`src/rtl/fifo_rr_arb.sv`:
```
// fifo_rr_arb: round-robin arbiter that drains up to BURST words per grant from
// NQ external sync FIFOs into one registered ready/valid output slot.
module fifo_rr_arb #(
    parameter int unsigned WID   = 32,
    parameter int unsigned NQ    = 4,
    parameter int unsigned BURST = 4
) (
    input  logic              clk,
    input  logic              rst_n,
    input  logic              softreset,
    input  logic [NQ-1:0]     enable,
    input  logic [NQ-1:0]     empty,
    input  logic [NQ*WID-1:0] fifo_dout,
    output logic [NQ-1:0]     readout,
    output logic [NQ-1:0]     grant,
    output logic              vldout,
    output logic [WID-1:0]    dout,
    input  logic              ready
);
    localparam int unsigned     IDXW     = (NQ > 1) ? $clog2(NQ) : 1;
    localparam int unsigned     CNTW     = 8;
    localparam logic [CNTW-1:0] BURST_C  = CNTW'(BURST);
    localparam logic [IDXW-1:0] LAST_RST = IDXW'(NQ - 1);

    typedef enum logic {
        S_IDLE,
        S_SERVE
    } state_e;

    state_e          state_q, state_d;
    logic [NQ-1:0]   grant_q, grant_d;
    logic [IDXW-1:0] last_q, last_d;
    logic [CNTW-1:0] burst_q, burst_d;
    logic            vld_q, vld_d;
    logic [WID-1:0]  dout_q, dout_d;

    logic [WID-1:0]  head [NQ];
    logic [NQ-1:0]   eligible;
    logic            slot_free;
    logic            pop;
    logic            pick_found;
    logic [IDXW-1:0] pick_idx;
    logic [IDXW-1:0] cand;
    logic [CNTW-1:0] burst_inc;

    for (genvar i = 0; i < NQ; i++) begin : g_head
        assign head[i] = fifo_dout[i*WID +: WID];
    end

    assign eligible  = enable & ~empty;
    assign slot_free = !vld_q || ready;
    assign pop       = (state_q == S_SERVE) && slot_free && !empty[last_q]
                       && enable[last_q] && !softreset;
    assign burst_inc = (burst_q == '1) ? burst_q : burst_q + CNTW'(1);

    // First eligible queue strictly after the last owner, wrapping around.
    always_comb begin
        pick_found = 1'b0;
        pick_idx   = last_q;
        cand       = '0;
        for (int unsigned k = 1; k <= NQ; k++) begin
            cand = IDXW'((32'(last_q) + k) % NQ);
            if (!pick_found && eligible[cand]) begin
                pick_found = 1'b1;
                pick_idx   = cand;
            end
        end
    end

    always_comb begin
        state_d = state_q;
        grant_d = grant_q;
        last_d  = last_q;
        burst_d = burst_q;
        vld_d   = vld_q;
        dout_d  = dout_q;
        readout = '0;

        // Output slot: a pop refills it, an accept without a pop empties it.
        if (pop) begin
            readout[last_q] = 1'b1;
            dout_d          = head[last_q];
            vld_d           = 1'b1;
        end else if (ready) begin
            vld_d = 1'b0;
        end

        case (state_q)
            S_IDLE: begin
                if (pick_found) begin
                    state_d           = S_SERVE;
                    grant_d           = '0;
                    grant_d[pick_idx] = 1'b1;
                    last_d            = pick_idx;
                    burst_d           = '0;
                end
            end
            S_SERVE: begin
                if (pop) begin
                    burst_d = burst_inc;
                end
                if ((pop && burst_inc == BURST_C) || (!pop && empty[last_q])
                    || !enable[last_q]) begin
                    state_d = S_IDLE;
                    grant_d = '0;
                end
            end
            default: begin
                state_d = S_IDLE;
                grant_d = '0;
            end
        endcase

        if (softreset) begin
            state_d = S_IDLE;
            grant_d = '0;
            last_d  = LAST_RST;
            burst_d = '0;
            vld_d   = 1'b0;
            dout_d  = '0;
        end
    end

    always_ff @(posedge clk or negedge rst_n) begin
        if (!rst_n) begin
            state_q <= S_IDLE;
            grant_q <= '0;
            last_q  <= LAST_RST;
            burst_q <= '0;
            vld_q   <= 1'b0;
            dout_q  <= '0;
        end else begin
            state_q <= state_d;
            grant_q <= grant_d;
            last_q  <= last_d;
            burst_q <= burst_d;
            vld_q   <= vld_d;
            dout_q  <= dout_d;
        end
    end

    assign grant  = grant_q;
    assign vldout = vld_q;
    assign dout   = dout_q;

endmodule

```
`config.mk`:
```
export PLATFORM = sky130hd
export DESIGN_NAME = fifo_rr_arb
export DESIGN_NICKNAME = d
export VERILOG_FILES = /design/src/rtl/fifo_rr_arb.sv
export SDC_FILE = /design/constraint.sdc
export NUM_CORES = 1
export LEC_CHECK = 0
export CORE_MARGIN = 2
export CORE_UTILIZATION = 38
export DETAILED_ROUTE_END_ITERATION = 8
export GPL_TIMING_DRIVEN = 0
export PLACE_DENSITY = 0.89
export SYNTH_ARGS = -nofsm -noshare
export SYNTH_HDL_FRONTEND = slang
export SYNTH_SLANG_ARGS = --single-unit
export TNS_END_PERCENT = 100
```
`constraint.sdc`:
```
create_clock -name clk -period 2.3 [get_ports clk]
set_input_delay 0.46 -clock clk [delete_from_list [all_inputs] [get_ports clk]]
set_output_delay 0.46 -clock clk [all_outputs]
set_load 0.02 [all_outputs]
```
==> summary.md <==
| Metric | Value |
|---|---|
| Power per cell area | `around 440 nW/um2` |
| Rows | `32` |
| Multi-input gate area | `between 1500 and 2000 um2` |
| Leak | `~2.2 nW` |
| Vias in the first global route | `approximately 3.4k` |
| Min-Delay Path Class | `in2async` |
| Placed Cells | `525` |
| Sequential power share | `39.1%` |
| Num CTS Buffers | `5` |
| Worst path cell trace | `dlygate4sd2_1, nand2b_4, mux4_2, nor3b_4, buf_6, and2_4, buf_6` |
| Mean Syn Cell Area | `12.8 um2` |
| Critical path required time | `1.84 ns` |
| Buf/Inv on CP | `3` |
| Internal power | `around 1.7 mW` |
| Total wire length | `11100 um` |
| Global-route wire length before repair | `between 15000 and 20000 um` |
| Register-to-register setup slack | `roughly 0.03 ns` |
| IO Count | `~180` |
| Area contributors post-synth | `dfrtp_1 37%, mux4_2 25%, a22o_1 9.9%` |
| Number of synthesized register bits | `48` |
| CTS clk-pin slew, worst paths | `~0.090 ns` |
| Share of the synthesized area in the top cell type | `between 30% and 40%` |
| Switching share of power | `29.0%` |
| CTS tree | `built` |
| Crit path max fanout | `6` |
| Max-Cap Viols | `0` |
| Cells after Synth | `about 240` |
| Synthesis Warnings | `0` |
| VDD IR max | `~0.33 mV` |
| Initial DRC Count | `257` |
| Final setup vio count | `4` |
| H-tree Lvls | `2` |
| Distinct cells, synth | `51` |
| Dpl hpwl | `around 8500 um` |
| Worst R2R Start | `last_q[0]$_DFFE_PN1P_` |
| Setup Skew | `between 0.007 and 0.008 ns` |
| Worst-Margin Slew | `around 0.58 ns` |
| Comb pwr share | `between 30% and 40%` |
| Initial Util | `between 30% and 40%` |
| Startpoint types | `primary input` |
| Final Instance Area | `5320 um2` |
| CP top delay family | `buffers and inverters` |
| Max stage delay on crit path | `approximately 0.50 ns` |
| Top_reg_cell synth | `dfrtp_1` |
| RSZ-0062 raised after global routing | `true` |
| Top cell by count, worst path | `buf_6` |
| Status | `finished, violations left` |
| Initial antenna violation count | `0` |
| Die W | `94.3 um` |
| Ant diodes | `0` |
| Placer Congestion | `0.864` |
| Root buf cell | `clkbuf_8` |
| Overflow after GRT | `0` |
| Slew Limit Fails | `0` |
| Post-route clock period utilization | `109%` |
| Clock power share | `22.0%` |
| Area growth syn-to-layout | `71.7%` |
| Drt pass-1 iters | `5` |
| Fin Hold WS | `about 0.058 ns` |
| Final #Nets | `585` |
| Vias | `approximately 3.2k` |
| Post-synth EDFFs | `0` |
| Placed Area | `approximately 5000 um2` |
| Core ar. | `~8000 um2` |
| Antenna viol nets, final | `0` |
| Net Sw Power | `a little under 0.7 mW` |
| Vias/cell | `5.82` |
| Crit path kind | `in2out` |
| Leading area contributor after synthesis | `dfrtp_1` |
| WP data arrival | `approximately 2.1 ns` |
| Clk_lat worst skew | `0.30 ns` |
| DRC Markers | `0` |
| Filler cell count | `between 500 and 600` |
| Failing checks | `setup timing` |
| R2R Path End | `grant[2]$_DFFE_PN0P_` |
| Crit end category | `primary output` |
| WL per Instance | `slightly above 20 um` |
| Setup WS pre-CTS | `-1.20 ns` |
| Die area | `8890 um2` |
| Non-filler cells, final | `542` |
| Post-route setup slack | `-0.205 ns` |
| FMAX | `roughly 400 MHz` |
| Slew HR | `approximately three fifths` |
| Clock sinks | `48` |
| Cts hold-fix bufs | `0` |
| Ys async rst share | `100%` |
| Max Buffers Root-to-Sink | `2` |
| IO Port Bufs | `180` |
| Final Core Density | `about two thirds` |
| Share of post-route cells with drive strength above 1 | `~22%` |
| Part of the Yosys area used for sequential elements | `roughly two fifths` |
| Seq. cell area | `1200 um2` |
| Fin crit period | `~2.5 ns` |
| Die H | `around 94 um` |
| Largest net degree at the start of global routing | `35` |
| Post-Synthesis Cell Area | `3100 um2` |
| Syn_nets | `slightly below 400` |
| Gr usage total | `between 20% and 30%` |
| Hold Fails Final Rpt | `0` |
| Crit-path slowest cell | `mux4_2` |
| Worst R2R Path Depth | `8` |
==> per-stage QoR <==
stage,TNS [ns],power [mW]
after floorplan,0,1.37
after global placement,-42.81,1.76
after detailed placement,-16.24,1.79
after CTS,-0.708,2.34
after global routing,-0.986,2.47
final,-0.801,2.35
==> routing by layer <==
metal	vias up	global-route usage (%)	routed length, um
met5	-	0	0
met4	0	6.16	178
met3	16	6.74	938
met2	179	45.1	6020
met1	1572	29.0	3920
li1	1390	-	-
==> cell usage after synthesis, types with 5 or more instances <==
cell	number
clkbuf_1	5
ha_1	5
nand3_1	6
mux4_2	35
and2_1	5
buf_2	9
dfrtp_1	46
a21oi_1	9
nor2_1	8
a22o_1	35
nor2b_1	5
nand2_1	8
nand2b_1	6
==> worst register-to-register path, delay by kind of cell (launching register included) <==
family	cells	cell delay [ns]
DFF	1	0.57
buffers and inverters	2	0.20
adders and majority gates	1	0.29
AOI/OAI and AO/OA	4	0.88
and+or+nand+nor	1	0.27
==> power groups by stage <==
stage	clock network, mW	logic (mW)	registers (mW)
finish	0.518	0.915	0.922
global route	0.567	0.975	0.927
CTS	0.531	0.894	0.920
detailed placement	0	0.856	0.937
global placement	0	0.829	0.936
floorplan	0	0.393	0.972
==> registers in the layout, summed over array words and instances, names as in the netlist <==
register  cells
grant         4
burst_q       8
dout         32
vldout        1
state_q       1
last_q        2
==> logic make-up after synthesis <==
| kind of cell | synth area share [%] |
|---|---|
| compound gates | 19.7 |
| xor+xnor | 0.283 |
| fa+ha+maj | 2.02 |
| buf+inv | 3.03 |
| flops | 38.9 |
| mux | 25.8 |
| simple gates | 10.3 |
==> timing repair <==
item	CTS	global route
setup buffers	10	0
endpoints found under the setup margin	27	38
gates resized for setup	51	10
pin swaps	5	1
==> cells in the final DEF, fill, tap and decap left out, drive strengths merged, types with 4 or more instances in the layout <==
cell           instances
and2                   6
a22o                  35
and3                   4
a21oi                  9
nor2                   8
nand2b                 6
dfrtp                 46
dlygate4sd2            8
clkbuf                13
nor3                   4
buf                   26
clkdlybuf4s50        166
nand2                  8
nor2b                  5
nand3                  6
ha                     5
mux4                  35
==> worst max path at each step <==
stage                                     start          to  slack, ns  depth (start not counted)
after floorplan                        empty[1]  readout[0]       0.03                          5
after global placement                 empty[1]  readout[3]      -1.13                          7
after detailed placement               empty[1]  readout[3]      -1.20                          7
after CTS                 last_q[0]$_DFFE_PN1P_  readout[3]      -0.17                          6
after global routing      last_q[0]$_DFFE_PN1P_  readout[3]      -0.24                          6
final                                  empty[0]  readout[3]      -0.21                          7
==> cell type report <==
type,instances,share of cell area [%]
repair buffers,191,35.5
clock buffers,6,1.55
inverters,2,0.188
flip-flops and latches,48,22.6
multi-input cells,175,35.5
well taps,102,2.40
clock inverters,1,0.165
plain buffers,17,2.00
Note: power is estimated with default switching activity, not from simulation.
